`src/rtl/booth_seq_mult.sv`:
```
// Sequential radix-4 Booth multiplier holding the HI/LO architectural registers.
// One Booth digit is retired per CALC cycle; the product lands in hi/lo on entry to DONE.
module booth_seq_mult #(
  parameter int IN_DATA_WIDTH  = 32,
  parameter int OUT_DATA_WIDTH = 64
) (
  input  logic                     clk,
  input  logic                     rst,
  input  logic                     start,
  input  logic                     is_signed,
  input  logic [IN_DATA_WIDTH-1:0] a,
  input  logic [IN_DATA_WIDTH-1:0] b,
  input  logic                     flush,
  input  logic                     hi_we,
  input  logic                     lo_we,
  input  logic [IN_DATA_WIDTH-1:0] wdata,
  output logic                     busy,
  output logic                     done,
  output logic [IN_DATA_WIDTH-1:0] hi,
  output logic [IN_DATA_WIDTH-1:0] lo
);

  localparam int EW    = IN_DATA_WIDTH + 2;  // extended operand width
  localparam int AW    = EW + 2;             // upper accumulator, room for +/-2B
  localparam int STEPS = EW / 2;
  localparam int CW    = $clog2(STEPS + 1);

  localparam logic [1:0] IDLE = 2'd0;
  localparam logic [1:0] CALC = 2'd1;
  localparam logic [1:0] DONE = 2'd2;

  logic [1:0]    state;
  logic [CW-1:0] cnt;
  logic [AW-1:0] acc;
  // Multiplier with the implicit zero below bit 0; the low product bits shift in at the top.
  logic [EW:0]   mq;
  logic [EW-1:0] mcand;

  logic [2:0]    digit;
  logic [AW-1:0] pp_mag;
  logic          pp_neg;
  logic [AW-1:0] sum;
  logic [AW-1:0] acc_next;
  logic [EW:0]   mq_next;

  assign digit = mq[2:0];

  always_comb begin
    pp_mag = '0;
    pp_neg = 1'b0;
    case (digit)
      3'b001, 3'b010: pp_mag = {{2{mcand[EW-1]}}, mcand};
      3'b011:         pp_mag = {mcand[EW-1], mcand, 1'b0};
      3'b100: begin
        pp_mag = {mcand[EW-1], mcand, 1'b0};
        pp_neg = 1'b1;
      end
      3'b101, 3'b110: begin
        pp_mag = {{2{mcand[EW-1]}}, mcand};
        pp_neg = 1'b1;
      end
      default: begin
        pp_mag = '0;
        pp_neg = 1'b0;
      end
    endcase
  end

  // Negative digits use the inverted magnitude plus a carry-in of one.
  assign sum      = acc + (pp_neg ? ~pp_mag : pp_mag) + AW'(pp_neg);
  assign acc_next = {{2{sum[AW-1]}}, sum[AW-1:2]};
  assign mq_next  = {sum[1:0], mq[EW:2]};

  assign busy = (state == CALC);
  assign done = (state == DONE);

  always_ff @(posedge clk or posedge rst) begin
    if (rst) begin
      state <= IDLE;
      cnt   <= '0;
      acc   <= '0;
      mq    <= '0;
      mcand <= '0;
      hi    <= '0;
      lo    <= '0;
    end else begin
      case (state)
        IDLE, DONE: begin
          if (hi_we) hi <= wdata;
          if (lo_we) lo <= wdata;
          if (start && !flush) begin
            state <= CALC;
            cnt   <= '0;
            acc   <= '0;
            mq    <= {{2{is_signed & a[IN_DATA_WIDTH-1]}}, a, 1'b0};
            mcand <= {{2{is_signed & b[IN_DATA_WIDTH-1]}}, b};
          end else begin
            state <= IDLE;
          end
        end
        CALC: begin
          if (flush) begin
            state <= IDLE;
          end else begin
            acc <= acc_next;
            mq  <= mq_next;
            cnt <= cnt + 1'b1;
            if (cnt == CW'(STEPS - 1)) begin
              state <= DONE;
              hi    <= {acc_next[OUT_DATA_WIDTH-EW-1:0], mq_next[EW:IN_DATA_WIDTH+1]};
              lo    <= mq_next[IN_DATA_WIDTH:1];
            end
          end
        end
        default: state <= IDLE;
      endcase
    end
  end

endmodule

```
`config.mk`:
```
export PLATFORM = sky130hd
export DESIGN_NAME = booth_seq_mult
export DESIGN_NICKNAME = d
export VERILOG_FILES = /design/src/rtl/booth_seq_mult.sv
export SDC_FILE = /design/constraint.sdc
export NUM_CORES = 1
export LEC_CHECK = 0
export BUFFER_PORTS_ARGS = -buffer_cell sky130_fd_sc_hd__buf_2
export CAP_MARGIN = 20
export CORE_AREA = 2 2 148 114
export CTS_CLUSTER_SIZE = 20
export DETAILED_ROUTE_END_ITERATION = 16
export DIE_AREA = 0 0 150 116
export GPL_ROUTABILITY_DRIVEN = 0
export PLACE_DENSITY = 0.95
export SETUP_SLACK_MARGIN = 0.02
export SLEW_MARGIN = 30
export SYNTH_ARGS = -nofsm -noshare
export SYNTH_HDL_FRONTEND = slang
export SYNTH_SLANG_ARGS = --single-unit
```
`constraint.sdc`:
```
create_clock -name clk -period 15.5 [get_ports clk]
set_input_delay 2.325 -clock clk [delete_from_list [all_inputs] [get_ports clk]]
set_output_delay 2.325 -clock clk [all_outputs]
set_load 0.1 [all_outputs]
```
==> results of run 1 <==
-- flip-flops by register name, summed over array words and instances (netlist names) --
signal	cells
mq	35
acc	34
state	2
lo	32
mcand	33
cnt	5
hi	32
-- where the power goes --
part / switching (mW) / total (mW) / internal, mW / leakage [nW]
combinational: 1.05 / 1.51 / 0.464 / 3.06
clock: 0.209 / 0.428 / 0.219 / 0.278
sequential: 0.109 / 0.688 / 0.579 / 2.15
-- layer usage --
layer  vias up  wire length (um)  part of all wire [%]
met4         0              1085                   3.9
met5         -                 0                     0
met2       662             13010                    47
met1      4240             10630                    38
li1       3857                 -                     -
met3       114              3096                    11
-- cell usage after synthesis (3+ instances only) --
master and instances:
sky130_fd_sc_hd__nand3_1 10, sky130_fd_sc_hd__xor2_1 47, sky130_fd_sc_hd__a21oi_1 62, sky130_fd_sc_hd__nand2b_1 6, sky130_fd_sc_hd__dfrtp_1 173, sky130_fd_sc_hd__nor2b_1 6, sky130_fd_sc_hd__nor2_1 48, sky130_fd_sc_hd__mux2i_1 19
sky130_fd_sc_hd__clkbuf_1 55, sky130_fd_sc_hd__nand4_1 6, sky130_fd_sc_hd__inv_1 16, sky130_fd_sc_hd__and3_1 8, sky130_fd_sc_hd__o31ai_1 8, sky130_fd_sc_hd__a31oi_1 19, sky130_fd_sc_hd__a221o_1 6, sky130_fd_sc_hd__or3_1 3
sky130_fd_sc_hd__xnor2_1 19, sky130_fd_sc_hd__o21bai_1 5, sky130_fd_sc_hd__nand2_1 176, sky130_fd_sc_hd__o21ai_0 67, sky130_fd_sc_hd__ha_1 39, sky130_fd_sc_hd__o21a_1 4, sky130_fd_sc_hd__a21o_1 34, sky130_fd_sc_hd__buf_1 5
sky130_fd_sc_hd__mux2_2 35, sky130_fd_sc_hd__nor3_1 11, sky130_fd_sc_hd__a22oi_1 64, sky130_fd_sc_hd__and2_1 5, sky130_fd_sc_hd__a22o_1 11
-- worst max-delay path by stage --
stage	start	to	slack, ns	cells after the start
floorplan	rst	acc[0]	8.49	1
CTS	mq[0]	hi[30]	10.39	15
finish	mq[0]	hi[30]	10.54	16
detailed placement	mq[0]	hi[30]	10.53	15
global placement	flush	hi[18]	10.52	8
global route	mq[0]	hi[30]	10.21	16
-- final cells by class --
| class | count | share of cell area (%) |
|---|---|---|
| clock buffer | 18 | 3.936 |
| clock inverter | 14 | 1.312 |
| inverter | 17 | 0.6392 |
| multi-input combinational | 753 | 44.85 |
| sequential | 173 | 38.80 |
| tap | 210 | 2.355 |
| timing repair buffer | 176 | 8.107 |
-- cell families after synthesis --
group / Yosys count / synth area share (%)
AO/OA/AOI/OAI: 310 / 21.68
XOR/XNOR: 66 / 6.045
adder cells (fa/ha/maj): 40 / 5.312
buffers and inverters: 79 / 3.153
flip-flops: 173 / 45.27
multiplexers: 54 / 6.110
AND/OR/NAND/NOR: 283 / 12.43
-- cells in the final DEF (no fill, tap or decap), drive strengths merged, types with 35 or more instances in the layout --
cell / count
a21oi: 62
a22oi: 64
buf: 176
dfrtp: 173
ha: 39
mux2: 35
nand2: 176
nor2: 48
o21ai: 69
xor2: 47
==> results by group, run 1 <==
Final layout
  • Number of fill cells: 1096
  • Post-layout utilization of the core: 70.55%
  • Final instance count without filler cells: 1361
  • Design Area, Final: 0.01116 mm^2
  • Storage element area: 0.004329 mm^2
  • Post-layout nets: 1281
  • Area taken by multi-input logic gates: 0.005005 mm^2
  • Fraction of final layout cells with drive strength greater than 1: 22.85%
  • Diode insertion count for antenna repair: 0
  • Growth of design area from synthesis to finish: 16.68%

Global route
  • GR Layer Usage met3: 7.087%
  • GRT met2 Usage: 52.48%
  • Initial antenna violation count: 1
  • Global route hottest layer: met2
  • Largest net degree at the start of global routing: 98
  • Global-route wire length before repair: 43890 um
  • Total global routing overflow: 0
  • GRT Util Overall: 32.39%
  • Vias in the first global route: 8560
  • Fraction of met1 tracks used by global routing: 42.56%

Place
  • HPWL after detailed placement: 19210 um
  • Cell area after placement: 0.01056 mm^2
  • Number of input and output port buffers inserted: 168
  • Pre-CTS setup slack: 10.53 ns
  • DP Cell Count: 1329

STA
  • Worst slew margin relative to its limit: 40.07%
  • Setup violations, final: 0
  • Min Clock Period, post-route: 4.964 ns
  • Final sum of negative setup slack: 0 ns
  • Setup repair after global routing missed its margin: false
  • Top achievable clock speed: 201.5 MHz
  • Number of hold-slack violations in the final timing report: 0
  • Slew at the pin closest to its max-slew limit: 0.8968 ns
  • Worst Hold Slack: 0.4788 ns
  • Total count of max-transition violations in the final report: 0
  • Setup ws final: 10.54 ns
  • Post-route clock skew: 0.01175 ns
  • Final cycle utilization of the critical path: 32.02%

Clock network
  • CTS H-tree lvls: 4
  • Clock Root Buffer: sky130_fd_sc_hd__clkbuf_16
  • CTS tree: done
  • Clk Latency, worst-skew pair: 0.44 ns
  • Number of CTS-inserted buffers: 17
  • Max clock buf depth: 2
  • Number of clock sinks: 173
  • Post CTS Setup Buffer Count: 0
  • Clock slew at reported path FFs: 0.07 ns
  • Cts hold-fix bufs: 0
  • Number of gates given a new drive strength after cts: 0

Logic synthesis
  • Fraction of the yosys area taken by sequential cells: 45.27%
  • Share of the synthesized area in the top cell type: 45.27%
  • Number of enable-type register cells in the synthesized netlist: 0
  • Top area cells in the synthesized netlist: sky130_fd_sc_hd__dfrtp_1, sky130_fd_sc_hd__nand2_1, sky130_fd_sc_hd__ha_1, sky130_fd_sc_hd__a22oi_1, sky130_fd_sc_hd__xor2_1
  • Cell type with the highest aggregate area in the netlist: sky130_fd_sc_hd__dfrtp_1
  • Most used flip-flop cell after synthesis: sky130_fd_sc_hd__dfrtp_1
  • Number of synthesis warnings: 0
  • Total standard cell area after synthesis: 0.009563 mm^2
  • Count of state elements after synthesis: 173
  • Synthesized Nets: 1148
  • Mapped Avg Cell Area: 9.515 um^2
  • Synth unique cells: 59
  • Async set-reset flop share out of synthesis: 100.0%
  • Synth Instances: 1005

Critical path
  • Worst reg2reg path startpoint: mq[0]
  • End of the worst register-to-register path: hi[30]
  • Top fanout value on the critical path: 35
  • Top delay family on crit path: compound AO/OA/AOI/OAI gates
  • Arrival time at the worst endpoint: 5.29 ns
  • Worst Path Class, Setup: reg -> reg
  • Register-to-register setup slack: 10.54 ns
  • Startpoint class of the critical path: flop
  • Crit path required time: 15.82 ns
  • Critical path buffer and inverter count: 3
  • Largest stage delay, worst path: 0.49 ns
  • Crit. End Element: flop
  • Most numerous cell on the critical path: sky130_fd_sc_hd__a21oi_1
  • Max stage delay cell, worst path: sky130_fd_sc_hd__buf_4
  • Worst Reg-to-Reg Cells: 16
  • Cells along the critical path: inv_1 > ha_1 > o31ai_4 > buf_4 > xor2_1 > inv_1 > fa_1 > nand2b_1 > a21oi_1 > a41o_1 > a21oi_1 > or3_1 > a21oi_1 > a21oi_1 > xnor2_1 > a221o_1

Min path
  • Worst hold path endpoint: lo[19]
  • Classification of the worst-slack hold path: reg -> reg
  • Min-delay src: lo[19]
  • Number of cells traversed by the worst hold path: 1

Die
  • Die Outline Area: 0.01740 mm^2
  • Core area: 0.01582 mm^2
  • Boundary Pins: 169
  • Die Width: 150 um
  • Initial core utilization: 60.47%
  • DIE HEIGHT: 116 um
  • Number of placement rows: 40

Detailed routing
  • Vias after detailed routing: 8873
  • DRT iter0 DRCs: 1195
  • Number of optimization iterations in the first detailed-route pass: 7
  • Average routed wire per standard cell: 20.44 um
  • Number of nets with antenna violations after routing: 0
  • Post-detailed-routing wire length: 27820 um
  • # DRC: 0
  • Via density per instance: 6.519

Status
  • Run status: complete, no violations

Power
  • Maximum resistive drop on vdd: 0.2015 mV
  • Leak pwr: 5.491 nW
  • PnR Total Power: 2.626 mW
  • Power Dens Cells: 235.4 mW/mm^2

Flow run
  • Max-cap violations: 0
Power figures use the tool's default switching activity.
==> inputs of run 2 (changes only) <==
--- a/config.mk
+++ b/config.mk
@@ -7,12 +7,12 @@
 export LEC_CHECK = 0
 export BUFFER_PORTS_ARGS = -buffer_cell sky130_fd_sc_hd__buf_2
 export CAP_MARGIN = 20
-export CORE_AREA = 2 2 148 114
+export CORE_AREA = 2 2 162 124
 export CTS_CLUSTER_SIZE = 20
 export DETAILED_ROUTE_END_ITERATION = 16
-export DIE_AREA = 0 0 150 116
+export DIE_AREA = 0 0 164 126
 export GPL_ROUTABILITY_DRIVEN = 0
-export PLACE_DENSITY = 0.95
+export PLACE_DENSITY = 0.87
 export SETUP_SLACK_MARGIN = 0.02
 export SLEW_MARGIN = 30
 export SYNTH_ARGS = -nofsm -noshare
==> constraint.sdc (replaced) <==
create_clock -name clk -period 4.1 [get_ports clk]
set_input_delay 0.615 -clock clk [delete_from_list [all_inputs] [get_ports clk]]
set_output_delay 0.615 -clock clk [all_outputs]
set_load 0.1 [all_outputs]
==> run 2 against run 1 <==
Die area up 19%. Via count down 4.7%. Combinational power rose to 3.9 times the previous value. Clock-buffer cell count up 1. Clock power rose to 3.9 times the previous value. Non-clock buffer count up 24. Critical path type unchanged. Highest routed layer unchanged.
==> results by group, run 2 (synthesis results as in run 1) <==
Status
  • Run status: complete, no violations

Detailed routing
  • Average routed wire per standard cell: 19.10 um
  • Number of optimization iterations in the first detailed-route pass: 6
  • Via density per instance: 5.920
  • Post-detailed-routing wire length: 27300 um
  • Vias after detailed routing: 8459
  • DRT iter0 DRCs: 865
  • # DRC: 0
  • Number of nets with antenna violations after routing: 0

STA
  • Setup violations, final: 0
  • Worst Hold Slack: 0.2364 ns
  • Setup repair after global routing missed its margin: true
  • Post-route clock skew: 0.008478 ns
  • Number of hold-slack violations in the final timing report: 0
  • Slew at the pin closest to its max-slew limit: 0.8437 ns
  • Total count of max-transition violations in the final report: 0
  • Final cycle utilization of the critical path: 98.35%
  • Worst slew margin relative to its limit: 43.75%
  • Top achievable clock speed: 248.0 MHz
  • Min Clock Period, post-route: 4.032 ns

Power
  • Power Dens Cells: 878.6 mW/mm^2
  • Maximum resistive drop on vdd: 0.6550 mV
  • PnR Total Power: 10.19 mW
  • Leak pwr: 5.653 nW

Clock network
  • Cts hold-fix bufs: 0
  • Number of clock sinks: 173
  • Clk Latency, worst-skew pair: 0.44 ns
  • Number of CTS-inserted buffers: 17
  • Max clock buf depth: 2
  • Clock Root Buffer: sky130_fd_sc_hd__clkbuf_16
  • CTS tree: done
  • Clock slew at reported path FFs: 0.07 ns
  • CTS H-tree lvls: 4

Critical path
  • Largest stage delay, worst path: 0.44 ns
  • Worst reg2reg path startpoint: mq[0]
  • Instance count on the critical path: 17
  • Crit path required time: 4.45 ns
  • Register-to-register setup slack: 0.07 ns
  • Arrival time at the worst endpoint: 4.38 ns
  • Crit. End Element: flop
  • End of the worst register-to-register path: hi[26]
  • Startpoint class of the critical path: flop
  • Worst Reg-to-Reg Cells: 17
  • Worst Path Class, Setup: reg -> reg
  • Critical path buffer and inverter count: 3
  • Cells along the critical path: buf_4 > ha_1 > mux2_4 > a22oi_2 > xor2_1 > inv_1 > fa_1 > nand2b_1 > a21oi_2 > a41o_1 > a21oi_1 > or3_4 > a21oi_4 > buf_4 > xor2_1 > nor2_1 > nor3_2
  • Top delay family on crit path: simple AND/OR/NAND/NOR gates
  • Worst setup startpoint: mq[0]
  • Top fanout value on the critical path: 4
  • Max stage delay cell, worst path: sky130_fd_sc_hd__or3_4
  • End point of the critical path: hi[26]

Place
  • Number of input and output port buffers inserted: 168
  • HPWL after detailed placement: 19000 um
  • DP Cell Count: 1384

Die
  • Initial core utilization: 50.06%
  • Boundary Pins: 169
  • Die Outline Area: 0.02066 mm^2
  • Number of placement rows: 44
  • DIE HEIGHT: 126 um
  • Die Width: 164 um
  • Core area: 0.01910 mm^2

Final layout
  • Commonest non-fill, non-tap cells in the layout: sky130_fd_sc_hd__nand2_1, sky130_fd_sc_hd__dfrtp_1, sky130_fd_sc_hd__buf_2
  • Flip-flop count of the largest register after layout: 35
  • Post-layout utilization of the core: 60.72%
  • Growth of design area from synthesis to finish: 21.29%
  • Final instance count without filler cells: 1429
  • Largest Register: mq
  • Number of fill cells: 1586
  • Leading cell type in the layout, fill and taps excluded: sky130_fd_sc_hd__nand2_1
  • Largest registers: mq: 35 flops, acc: 34 flops, mcand: 33 flops
  • Post-layout nets: 1305
  • Fraction of final layout cells with drive strength greater than 1: 25.87%

Global route
  • Vias in the first global route: 8226
  • Global-route wire length before repair: 42770 um
  • Total global routing overflow: 0
  • Initial antenna violation count: 1
  • GRT Util Overall: 26.38%
  • Largest net degree at the start of global routing: 174

Flow run
  • Max-cap violations: 0

Min path
  • Classification of the worst-slack hold path: in -> async
run 2: changes by cell type in the layout (fill, tap and decap cells not counted), moves of 3 or more:
cell | previous run | this run
sky130_fd_sc_hd__a21oi_1 | 60 | 55
sky130_fd_sc_hd__a21oi_2 | 0 | 4
sky130_fd_sc_hd__a22oi_1 | 64 | 60
sky130_fd_sc_hd__a22oi_2 | 0 | 4
sky130_fd_sc_hd__buf_12 | 0 | 3
sky130_fd_sc_hd__buf_4 | 7 | 26
sky130_fd_sc_hd__ha_1 | 38 | 35
sky130_fd_sc_hd__inv_6 | 2 | 5
sky130_fd_sc_hd__inv_8 | 6 | 2
run 2: worst min path at each step:
stage	start	slack, ns	to	depth (start not counted)
floorplan	mq[34]	0.44	mq[34]	2
global placement	mq[34]	0.45	mq[34]	2
detailed placement	lo[22]	0.46	lo[22]	1
CTS	a[3]	0.38	mq[4]	3
global route	rst	0.26	acc[24]	3
finish	rst	0.24	acc[32]	3
run 2: through the flow:
| stage | cell area [um^2] | setup slack, ns | TNS (ns) |
|---|---|---|---|
| global placement | 10720 | 0.1398 | 0 |
| global route | 11600 | -0.09597 | -0.2481 |
| detailed placement | 10720 | -0.02596 | -0.03425 |
| floorplan | 9567 | 0.1232 | 0 |
| finish | 11600 | 0.06758 | 0 |
| CTS | 11330 | 0.03553 | 0 |
run 2: where the power goes:
part,internal [mW],switching (mW)
combinational,1.98,3.98
clock,0.916,0.741
sequential,2.19,0.390
total,5.08,5.11
run 2: worst min-delay path, stage by stage:
cell and delay [ns]:
sky130_fd_sc_hd__buf_2 0.11, sky130_fd_sc_hd__clkinvlp_4 0.07, sky130_fd_sc_hd__buf_12 0.25
run 2: repair_timing:
item | CTS | global route
resized for setup | 4 | 28
pin swaps | 0 | 11
cloned | 0 | 1
endpoints found under the setup margin | 7 | 28
setup buffers | 0 | 10
run 2: cell type report:
cell class | instances | area, um^2 | share of cell area, %
tap | 253 | 316.6 | 2.729
clock inverter | 13 | 155.1 | 1.338
inverter | 17 | 67.56 | 0.5825
clock buffer | 19 | 432.9 | 3.732
multi-input combinational | 753 | 5135 | 44.27
antenna | 1 | 2.502 | 0.02158
timing repair buffer | 200 | 1160 | 10.00
sequential | 173 | 4329 | 37.32
run 2: per-layer routing:
layer / vias to the layer above / routed length [um] / track usage [%]
met5: - / 0 / 0
met4: 0 / 586 / 7.998
met3: 52 / 2241 / 5.863
met2: 398 / 12880 / 42.46
li1: 3910 / - / -
met1: 4099 / 11590 / 35.76
